--- src/rtl/irq_controller_pkg.sv ---
// Shared register map, write-lane helper and constants for the interrupt controller.
package irq_controller_pkg;

  typedef enum logic [1:0] {
    REG_PEND = 2'd0,
    REG_MASK = 2'd1,
    REG_MODE = 2'd2,
    REG_VEC  = 2'd3
  } reg_sel_e;

  localparam int VALID_BIT = 31;
  localparam int IDX_W     = 5;

  // Expand the 4 byte enables into a 32-bit per-bit write mask.
  function automatic logic [31:0] be_to_bits(input logic [3:0] be);
    return {{8{be[3]}}, {8{be[2]}}, {8{be[1]}}, {8{be[0]}}};
  endfunction

endpackage

--- src/rtl/irq_prio_arb.sv ---
// Combinational priority encoder: lowest index wins, or with rotate set the search
// starts just after last_ack and wraps.
module irq_prio_arb
  import irq_controller_pkg::*;
#(
  parameter int N_SRC = 8
) (
  input  logic [N_SRC-1:0] active,
  input  logic [4:0]       last_ack,
  input  logic             rotate,
  output logic [4:0]       idx,
  output logic             valid
);

  // Pick the set bit with the smallest circular distance from the search start.
  always_comb begin
    int start_v;
    int dist_v;
    int best_v;
    logic hit_v;
    idx     = 5'd0;
    valid   = 1'b0;
    start_v = rotate ? (int'(last_ack) + 1) : 0;
    start_v = (start_v >= N_SRC) ? 0 : start_v;
    best_v  = N_SRC;
    dist_v  = 0;
    hit_v   = 1'b0;
    for (int i = 0; i < N_SRC; i++) begin
      dist_v = i - start_v;
      dist_v = (dist_v < 0) ? (dist_v + N_SRC) : dist_v;
      hit_v  = active[i] && (dist_v < best_v);
      best_v = hit_v ? dist_v : best_v;
      idx    = hit_v ? 5'(i) : idx;
      valid  = valid | hit_v;
    end
  end

endmodule

--- src/rtl/irq_controller.sv ---
// Programmable interrupt controller: latches, masks and prioritises device lines,
// exposes PEND/MASK/MODE/VEC through a 4-word window and drives a registered IRQ.
module irq_controller
  import irq_controller_pkg::*;
#(
  parameter int N_SRC  = 8,
  parameter int ROTATE = 0
) (
  input  logic             clk,
  input  logic             RST,
  input  logic [1:0]       Addr,
  input  logic             Wr,
  input  logic [3:0]       BE,
  input  logic [31:0]      WD,
  output logic [31:0]      RD,
  input  logic [N_SRC-1:0] irq_src,
  output logic             IRQ
);

  reg_sel_e         sel_s;
  logic [31:0]      be_bits_s;
  logic [N_SRC-1:0] lane_s;
  logic [N_SRC-1:0] wd_s;
  logic             wr_pend_s;
  logic             wr_mask_s;
  logic             wr_mode_s;
  logic             wr_vec_s;

  logic [N_SRC-1:0] pend_r;
  logic [N_SRC-1:0] mask_r;
  logic [N_SRC-1:0] mode_r;
  logic [N_SRC-1:0] src_q_r;
  logic [4:0]       last_ack_r;
  logic             irq_r;

  logic [N_SRC-1:0] active_s;
  logic [4:0]       arb_idx_s;
  logic             arb_valid_s;
  logic [N_SRC-1:0] set_s;
  logic [N_SRC-1:0] clr_s;
  logic [N_SRC-1:0] ack_bit_s;
  logic [N_SRC-1:0] pend_next_s;
  logic [N_SRC-1:0] mask_next_s;
  logic [N_SRC-1:0] mode_next_s;
  logic             unused_ok_s;

  assign sel_s     = reg_sel_e'(Addr);
  assign be_bits_s = be_to_bits(BE);
  assign lane_s    = be_bits_s[N_SRC-1:0];
  assign wd_s      = WD[N_SRC-1:0];
  assign wr_pend_s = Wr && (sel_s == REG_PEND);
  assign wr_mask_s = Wr && (sel_s == REG_MASK);
  assign wr_mode_s = Wr && (sel_s == REG_MODE);
  assign wr_vec_s  = Wr && (sel_s == REG_VEC);

  // Write-data bits above N_SRC and their lanes are intentionally dropped.
  assign unused_ok_s = ^{WD, be_bits_s};

  assign active_s = pend_r & mask_r;

  irq_prio_arb #(
    .N_SRC(N_SRC)
  ) u_arb (
    .active  (active_s),
    .last_ack(last_ack_r),
    .rotate  (ROTATE != 0),
    .idx     (arb_idx_s),
    .valid   (arb_valid_s)
  );

  // Edge sources merge new edges with surviving bits (set beats clr); level
  // sources simply follow the line, so W1C and ACK have no effect on them.
  always_comb begin
    set_s       = irq_src & ~src_q_r;
    ack_bit_s   = (wr_vec_s && arb_valid_s) ? (N_SRC'(1) << arb_idx_s) : '0;
    clr_s       = (wr_pend_s ? (wd_s & lane_s) : '0) | ack_bit_s;
    pend_next_s = (mode_r & (set_s | (pend_r & ~clr_s))) | (~mode_r & irq_src);
    mask_next_s = wr_mask_s ? ((mask_r & ~lane_s) | (wd_s & lane_s)) : mask_r;
    mode_next_s = wr_mode_s ? ((mode_r & ~lane_s) | (wd_s & lane_s)) : mode_r;
  end

  // Controller state registers with synchronous active-low reset.
  always_ff @(posedge clk) begin
    if (!RST) begin
      pend_r     <= '0;
      mask_r     <= '0;
      mode_r     <= '0;
      src_q_r    <= '0;
      last_ack_r <= 5'(N_SRC - 1);
      irq_r      <= 1'b0;
    end else begin
      pend_r  <= pend_next_s;
      mask_r  <= mask_next_s;
      mode_r  <= mode_next_s;
      src_q_r <= irq_src;
      irq_r   <= |active_s;
      if (wr_vec_s && arb_valid_s) begin
        last_ack_r <= arb_idx_s;
      end
    end
  end

  assign IRQ = irq_r;

  // Side-effect-free read mux.
  always_comb begin
    RD = 32'd0;
    case (sel_s)
      REG_PEND: RD = 32'(pend_r);
      REG_MASK: RD = 32'(mask_r);
      REG_MODE: RD = 32'(mode_r);
      REG_VEC: begin
        RD            = 32'(arb_idx_s);
        RD[VALID_BIT] = arb_valid_s;
      end
      default:  RD = 32'd0;
    endcase
  end

endmodule

--- config.mk ---
export PLATFORM = sky130hd
export DESIGN_NAME = irq_controller
export DESIGN_NICKNAME = d
export VERILOG_FILES = /design/src/rtl/irq_controller_pkg.sv /design/src/rtl/irq_prio_arb.sv /design/src/rtl/irq_controller.sv
export SDC_FILE = /design/constraint.sdc
export NUM_CORES = 1
export LEC_CHECK = 0
export BUFFER_PORTS_ARGS = -buffer_cell sky130_fd_sc_hd__buf_2
export CORE_UTILIZATION = 44
export CTS_CLUSTER_SIZE = 12
export DETAILED_ROUTE_END_ITERATION = 8
export SETUP_SLACK_MARGIN = 0.2
export SLEW_MARGIN = 30
export SYNTH_ARGS = -nofsm -noshare
export SYNTH_HDL_FRONTEND = slang
export SYNTH_HIERARCHICAL = 1
export SYNTH_SLANG_ARGS = --single-unit
--- constraint.sdc ---
create_clock -name clk -period 20.9 [get_ports clk]
set_input_delay 2.09 -clock clk [delete_from_list [all_inputs] [get_ports clk]]
set_output_delay 2.09 -clock clk [all_outputs]
set_load 0.02 [all_outputs]
# Word level (Yosys, flattened, before mapping)
# Cells that the tools add are included.
# Widths: inputs -> output; s select.
# word_totals
register_bits,33
input_bits,49
out_inout_bits,33
wordCells,71
# op_classes
magnitude_cmp,7
eq_ne,3
shifts,1
n_mux,17
bitwise_logic,24
n_reduce_logical,14
# ops
operator,n
$mux 32,6
$lt 4x32->1 const A,4
$pmux 32 s4,1
$and 8x8->8,8
$lt 3x32->1 const A,2
$or 8x8->8,5
$lt 2x32->1 const A,1
$not 8->8,4
$mux 5,6
$mux 8,2
$logic_and 1x1->1,12
$reduce_or 8->1,1
$shl 1x5->8 const A,1
$or 1x1->1,7
$eq 2x2->1 const B,2
$mux 4,1
$eq 2x1->1 const B,1
$logic_not 2->1,1
$mux 1,1

# Depth between registers and ports, before layout
# Gate-level depths: netlist of run 1.
# depth
word_depth,31
mapped_depth,80
ltp_nobuf,72

# Hierarchy
# Netlist of run 1, hierarchy kept.
# by_module_without_submodules
mod,n_inst,cells_per_inst,area_per_inst_um2,seq_area_each_um2
irq_prio_arb,1,416,3100.5,0.0
irq_controller,1,224,1939.4,760.7

# Worst setup path after synthesis of run 1
# Ideal clock, no wire load.
# synth_path
kind,reg-to-output
start,reg pend_r[0]
end,out RD[1]
arrival_time_ns,11.268
required_ns,18.810
path_slack_ns,7.542
stages_incl_launch_ff,60
n_path_buf,4
cell_sequence,dfxtp_1 and2_1 and2_1 ha_1 o21a_1 o21ai_0 a41oi_1 nor2_1 clkbuf_1 inv_1 o21ai_0 ha_1 o21ai_0 a211oi_1 o21a_1 o31ai_4 clkbuf_1 o21ai_0 [24 not listed] a21o_1 a211o_1 a31o_2 a21oi_1 inv_1 and3_1 a21o_1 buf_6 mux2_4 ha_1 a21oi_1 nor2b_1 o21ai_0 nand3b_1 a21oi_1 a311oi_1 o311ai_0 mux4_2
# synth_via
elab_chain_len,24
elab_cells_between_ends,29
cone_classes,order compare: 7; mux: 14; bitwise: 1; reduce/logical: 7
# synth_lines
item,line,rtl
start: declaration,irq_controller.sv:29,logic [N_SRC-1:0] pend_r;
start signal: assignment,irq_controller.sv:92,pend_r <= pend_next_s;
$and 8x8->8 (*),irq_controller.sv:59,assign active_s = pend_r & mask_r;
net active_s[0],irq_controller.sv:36,logic [N_SRC-1:0] active_s;
$mux 4 (*),irq_prio_arb.sv:32,best_v = hit_v ? dist_v : best_v;
$lt 2x32->1,irq_prio_arb.sv:31,hit_v = active[i] && (dist_v < best_v);
$logic_and 1x1->1,irq_prio_arb.sv:31,
$mux 32 (*),irq_prio_arb.sv:32,
$lt 3x32->1,irq_prio_arb.sv:31,
$logic_and 1x1->1,irq_prio_arb.sv:31,
[10 not listed],--,
$lt 4x32->1,irq_prio_arb.sv:31,
$logic_and 1x1->1,irq_prio_arb.sv:31,
$mux 32,irq_prio_arb.sv:32,
$lt 4x32->1,irq_prio_arb.sv:31,
$logic_and 1x1->1,irq_prio_arb.sv:31,
$mux 5 (*),irq_prio_arb.sv:33,idx = hit_v ? 5'(i) : idx;
net arb_idx_s[1],irq_controller.sv:37,logic [4:0] arb_idx_s;
$pmux 32 s4 (*),irq_controller.sv:108,case (sel_s)
end: declaration,irq_controller.sv:15,"output logic [31:0] RD,"
# The timed path passes the listed nets; every way through them passes the cells marked *. The select of a mux whose other input is x is not followed.

# Worst setup path in the final report of run 1
# Same ends and word-level chain as after synthesis.

==> run summary, run 1 <==
status = complete, no violations
die span in y = 109 µm
Worst-path clk slew = 0.06 ns
Worst Path Max Fanout = 18
main flop type after synthesis = dfxtp_1
grt total ovfl = 0
Layout Nets = 780
post-layout min period = 15.32 ns
RSZ-0062 raised after global routing = no
setup_tns = 0 ns
Clk Latency, worst-skew pair = 0.28 ns
Final Cell Area = 5380 µm²
Peak VDD IR = 0.0522 mV
most common cell in the synthesized netlist = nand2_1
DRC viols = 0
measured slew at the worst slew-check pin = 0.902 ns
CTS Hold Bufs = 0
Worst setup EP type = output pin
area grow syn2layout = 6.80%
dominant cells by area after synthesis = ha_1 (16%), dfxtp_1 (15%), nand2_1 (7.3%)
Initial Utilization = 45.9%
Cell Area, Synth = 5040 µm²
row count = 38
Critical Path RT = 18.81 ns
fin cells = 808
EDFF count, synth = 0
clock sink count = 38
CTS resizes = 0
Mean Syn Cell Area = 7.87 µm²
Hold Vio Cnt, Final = 0
core box area = 11,000 µm²
Pwr Total = 0.192 mW
die width = 109 µm
post-place setup slack = 6.11 ns
placed cell area = 5220 µm²
Max Clk Rate = 65.3 MHz
first-pass GRT wire length = 20,900 µm
Final WS setup = 5.58 ns
DR pass1 iterations = 5
Final period util = 73.3%
overall routing resource usage = 22.2%
Post-Place Cells = 800
proportion of layout cells with a drive suffix above 1 = 12.1%
FILL cells = 1,100
io pins = 82
Post-Synthesis Cells = 640
drt initial violations = 207
Static Leakage = 2.46 nW
Die ar. = 11,900 µm²
Max H-tree Level = 2
final WL = 12,800 µm
Num CTS Buffers = 5
Max-Cap Viols = 0
PortBufs = 31
slowest CP cell = nor2_1
critical path class = register to output pin
post-synth cell types = 83
clk root buf = clkbuf_16
ys async rst share = 0%
vias = 4,580
routability congestion estimate from global placement = 0.932
largest net degree at the start of global routing = 39
CP peak stage delay = 0.75 ns
top cell type's share of synthesized area = 15.9%
Vias per Instance = 5.67
vias in the first global route = 4,292
# setup viols final = 0
Max-slew headroom = 39.6%
post-CTS setup buffer count = 0
CP arrival = 13.23 ns
Clock Skew = 0.00342 ns
hold crit path type = register to register
YS warnings = 6
Slew Viols, Final = 0
antenna-violating nets left = 0
initial antenna violation count = 0
Yosys top cell by area = ha_1
Power Dens Cells = 35.7 nW/µm²
post-synthesis register bit count = 38
post-DP HPWL = 10,300 µm
crit path launch type = register
Seq/Total Area, Yosys = 15.1%
Routed wire per std cell = 15.8 µm
commonest cells in the netlist = nand2_1 (98), ha_1 (64), a21oi_1 (39)
Bufs on Longest Clock Path = 2
n_diodes = 0
TritonCTS clock tree = done
==> cell families after synthesis <==
logic type,synth area share [%]
XOR/XNOR,2.61
AO/OA/AOI/OAI,24.5
flip-flops,15.1
other,0.223
AND/OR/NAND/NOR,24.8
multiplexers,8.29
buffers and inverters,8.69
adder cells (fa/ha/maj),15.9
==> final cells by class <==
class / count / area, µm² / area share, %
Sequential cell: 38 / 761 / 14.1
Multi-Input combinational cell: 553 / 3990 / 74.1
Clock buffer: 6 / 139 / 2.58
Tap cell: 140 / 175 / 3.25
Timing Repair Buffer: 33 / 170 / 3.16
Clock inverter: 2 / 12.5 / 0.232
Inverter: 36 / 138 / 2.56
==> where the power goes <==
part	internal [mW]	switching (mW)	leakage (nW)	total, mW
clock network	0.0472	0.0296	0.0729	0.0768
registers	0.0749	0.00140	0.311	0.0763
logic	0.0148	0.0240	2.07	0.0388
total	0.137	0.0550	2.46	0.192
==> critical path, delay by kind of cell (launching register included) <==
kind                       cells  cell delay, ns
and+or+nand+nor               11            2.25
AOI/OAI and AO/OA             28            6.21
adders and majority gates      7            1.72
muxes                          4            1.40
buffers and inverters          8            1.02
DFF                            1            0.32
==> path summary, 6_finish.rpt <==
| check | depth (start not counted) | from | end | slack [ns] |
|---|---|---|---|---|
| worst min register to register | 2 | register | register | 0.46 |
| worst min-delay path | 2 | register | register | 0.46 |
| worst max register to register | 59 | pend_r[0] | pend_r[5] | 7.53 |
| worst max-delay path | 58 | pend_r[0] | RD[1] | 5.58 |
==> cells in the final DEF (no fill, tap or decap), types with 7 or more instances in the layout <==
master and n:
o21a_1 14, conb_1 38, buf_2 31, xnor2_1 9, a22o_1 10, and2_1 19
a21o_1 7, a21boi_1 12, mux2i_1 14, inv_1 33, nand2b_1 8, a21boi_0 10
dfxtp_1 38, nand3_1 22, nand3b_1 7, a21oi_1 39, nand2_1 98, ha_1 64
nor2_1 28, o21ai_0 23, nor2b_1 8
==> per-stage QoR <==
stage	hold slack, ns	utilization, %
4_1_cts	0.463	48.9
3_3_place_gp	0.449	47.6
3_5_place_dp	0.455	47.6
2_1_floorplan	0.440	-
5_1_grt	0.488	49.0
6_report	0.462	49.0
==> layer usage <==
layer	global-route usage [%]	part of all wire (%)
met1	29.3	47
met3	1.02	4.0
met2	39.1	48
met5	0	0
met4	5.98	1.1
Power figures use the tool's default switching activity.
==> run 2: changes to the inputs <==
--- a/config.mk
+++ b/config.mk
@@ -5,10 +5,12 @@
 export SDC_FILE = /design/constraint.sdc
 export NUM_CORES = 1
 export LEC_CHECK = 0
+export ABC_AREA = 1
 export BUFFER_PORTS_ARGS = -buffer_cell sky130_fd_sc_hd__buf_2
 export CORE_UTILIZATION = 44
 export CTS_CLUSTER_SIZE = 12
 export DETAILED_ROUTE_END_ITERATION = 8
+export PLACE_DENSITY = 0.68
 export SETUP_SLACK_MARGIN = 0.2
 export SLEW_MARGIN = 30
 export SYNTH_ARGS = -nofsm -noshare
==> constraint.sdc (replaced) <==
create_clock -name clk -period 13.2 [get_ports clk]
set_input_delay 1.32 -clock clk [delete_from_list [all_inputs] [get_ports clk]]
set_output_delay 1.32 -clock clk [all_outputs]
set_load 0.02 [all_outputs]
==> run 2 against run 1 <==
Compared with the run above: via count down 1.1%; global-route usage is 2.4 points lower; synthesized area decreased by 7.6%; die area down 7.4%; non-clock buffer count shrank 2; synthesized cell count rose by 23%; critical path type unchanged; largest cell class unchanged.
==> run summary, run 2 <==
vias = 4,530
met1 Track Usage GR = 27.3%
Static Leakage = 2.99 nW
slowest CP cell = o21ai_0
met2 Use GR = 33.9%
Peak VDD IR = 0.0846 mV
Worst Path Max Fanout = 20
post-synthesis register bit count = 38
status = complete, no violations
share of power burned in registers = 43.9%
commonest non-fill, non-tap cell in the layout = nand2_1
post-layout min period = 10.87 ns
Cell Area, Synth = 4660 µm²
Clock Skew = 0.00450 ns
n_diodes = 0
Max Clk Rate = 92.0 MHz
ys async rst share = 0%
Worst path most repeated cell = nand2_1
DR pass1 iterations = 5
EDFF count, synth = 0
WHS Endpoint = pend_r[1]
Max-slew headroom = 54.6%
RSZ-0062 raised after global routing = no
post-DP HPWL = 8360 µm
drt initial violations = 133
Slew Viols, Final = 0
Yosys top cell by area = nand2_1
Seq/Total Area, Yosys = 16.3%
measured slew at the worst slew-check pin = 0.681 ns
post-CTS setup buffer count = 0
top cell type's share of synthesized area = 20.2%
Pwr Total = 0.279 mW
core box area = 10,300 µm²
Bufs on Longest Clock Path = 2
antenna-violating nets left = 0
final WL = 10,400 µm
Hold Startpoint = src_q_r[1]
YS warnings = 6
Initial Utilization = 45.3%
Min-Delay Path Depth = 3
worst r2r dst = pend_r[0]
setup_tns = 0 ns
io pins = 82
Power Dens Cells = 56.5 nW/µm²
Mean Syn Cell Area = 5.90 µm²
hold crit path type = register to register
met3 usage = 1.31%
critical path class = register to output pin
post-synth cell types = 32
first-pass GRT wire length = 18,100 µm
row count = 37
# setup viols final = 0
Post-Place Cells = 950
CP arrival = 9.55 ns
Worst setup EP type = output pin
GRT busiest layer = met2
placed cell area = 4850 µm²
Clk network pwr share = 29.5%
Worst-path clk slew = 0.07 ns
clock sink count = 38
Psw = 0.0925 mW
fin cells = 958
PortBufs = 31
routability congestion estimate from global placement = 0.853
CTS resizes = 0
die width = 105 µm
Clk Latency, worst-skew pair = 0.29 ns
Max H-tree Level = 2
proportion of layout cells with a drive suffix above 1 = 8.03%
clk root buf = clkbuf_8
R2R Path Start = pend_r[0]
Critical Path RT = 11.88 ns
commonest cells in the netlist = nand2_1 (251), inv_1 (110), nor2_1 (84)
Post-Synthesis Cells = 790
overall routing resource usage = 19.8%
final hold slack = 0.470 ns
die span in y = 105 µm
R2R setup slack = 3.66 ns
Final Cell Area = 4940 µm²
FILL cells = 1,140
initial antenna violation count = 0
area grow syn2layout = 6.10%
Comb pwr share = 26.6%
Max-Cap Viols = 0
Die ar. = 11,000 µm²
TritonCTS clock tree = done
Layout Nets = 934
main flop type after synthesis = dfxtp_1
dominant cells by area after synthesis = nand2_1 (20%), ha_1 (17%), dfxtp_1 (16%)
grt total ovfl = 0
DRC viols = 0
CP peak stage delay = 0.35 ns
Num CTS Buffers = 5
crit path launch type = register
vias in the first global route = 3,979
largest net degree at the start of global routing = 31
CTS Hold Bufs = 0
Routed wire per std cell = 10.9 µm
Vias per Instance = 4.73
most common cell in the synthesized netlist = nand2_1
Final period util = 82.4%
cells on worst reg2reg path = 76
Hold Vio Cnt, Final = 0
Internal = 0.187 mW
switching share of power = 33.1%
most frequent cells in the layout = nand2_1 (251), inv_1 (110), nor2_1 (84), o21ai_0 (64), ha_1 (64)
## run 2: changes by cell type in the layout (fill, tap and decap cells not counted), moves of 12 or more
cell      before  now
inv_1         33  110
nand2_1       98  251
a21boi_1      12    0
o21ai_0       23   64
mux2i_1       14    0
nand2_2        0   12
nor2_1        28   84
a21oi_1       39   26
and2_1        19    0
o21a_1        14    2
nand3_1       22   36
## run 2: area by class of cell
| class | count | area (µm²) | area share, % |
|---|---|---|---|
| Clock buffer | 7 | 86.3 | 1.75 |
| Multi-Input combinational cell | 629 | 3330 | 67.3 |
| Timing Repair Buffer | 31 | 155 | 3.14 |
| Inverter | 116 | 438 | 8.86 |
| Tap cell | 136 | 170 | 3.44 |
| Clock inverter | 1 | 5.00 | 0.101 |
| Sequential cell | 38 | 761 | 15.4 |
## run 2: worst max path at each step
stage              start  endpoint  slack [ns]  depth (start not counted)
6_report       pend_r[0]     RD[2]        2.33                         74
5_1_grt         register     RD[2]        1.15                         75
2_1_floorplan  pend_r[0]     RD[2]        3.43                         71
4_1_cts        pend_r[0]     RD[2]        2.32                         74
3_5_place_dp   pend_r[0]     RD[2]        2.68                         74
3_3_place_gp   pend_r[0]     RD[2]        2.79                         74
## run 2: worst max-delay path: cells and delay by family, from the launching register on
kind	cells	cell delay, ns
and+or+nand+nor	48	4.30
AOI/OAI and AO/OA	10	1.90
DFF	1	0.33
adders and majority gates	7	1.88
buffers and inverters	9	0.77
## run 2: per-layer routing
layer / wire length (µm) / vias to the layer above
met2: 4760 / 84
met3: 368 / 7
met5: 0 / -
li1: - / 2506
met4: 66 / 0
met1: 5230 / 1933
## run 2: kinds of logic after synthesis
logic type	synth area share, %
and+or+nand+nor	36.9
buffers and inverters	14.8
AOI/OAI and AO/OA	12.7
adders and majority gates	17.2
DFF	16.3
xor gates and xnor gates	1.88
other	0.242
## run 2: per-stage QoR
| step | util (%) | worst slack (ns) |
|---|---|---|
| floorplan | - | 3.43 |
| global placement | 47.2 | 2.79 |
| detailed placement | 47.2 | 2.68 |
| CTS | 48.1 | 2.32 |
| global route | 48.1 | 1.15 |
| finish | 48.1 | 2.33 |
## run 2: power by group through the flow
stage	clock network, mW	registers (mW)	logic (mW)
after global routing	0.0894	0.123	0.0861
after global placement	0	0.125	0.0704
final	0.0822	0.123	0.0742
after detailed placement	0	0.125	0.0705
after floorplan	0	0.125	0.0624
after CTS	0.0840	0.123	0.0707
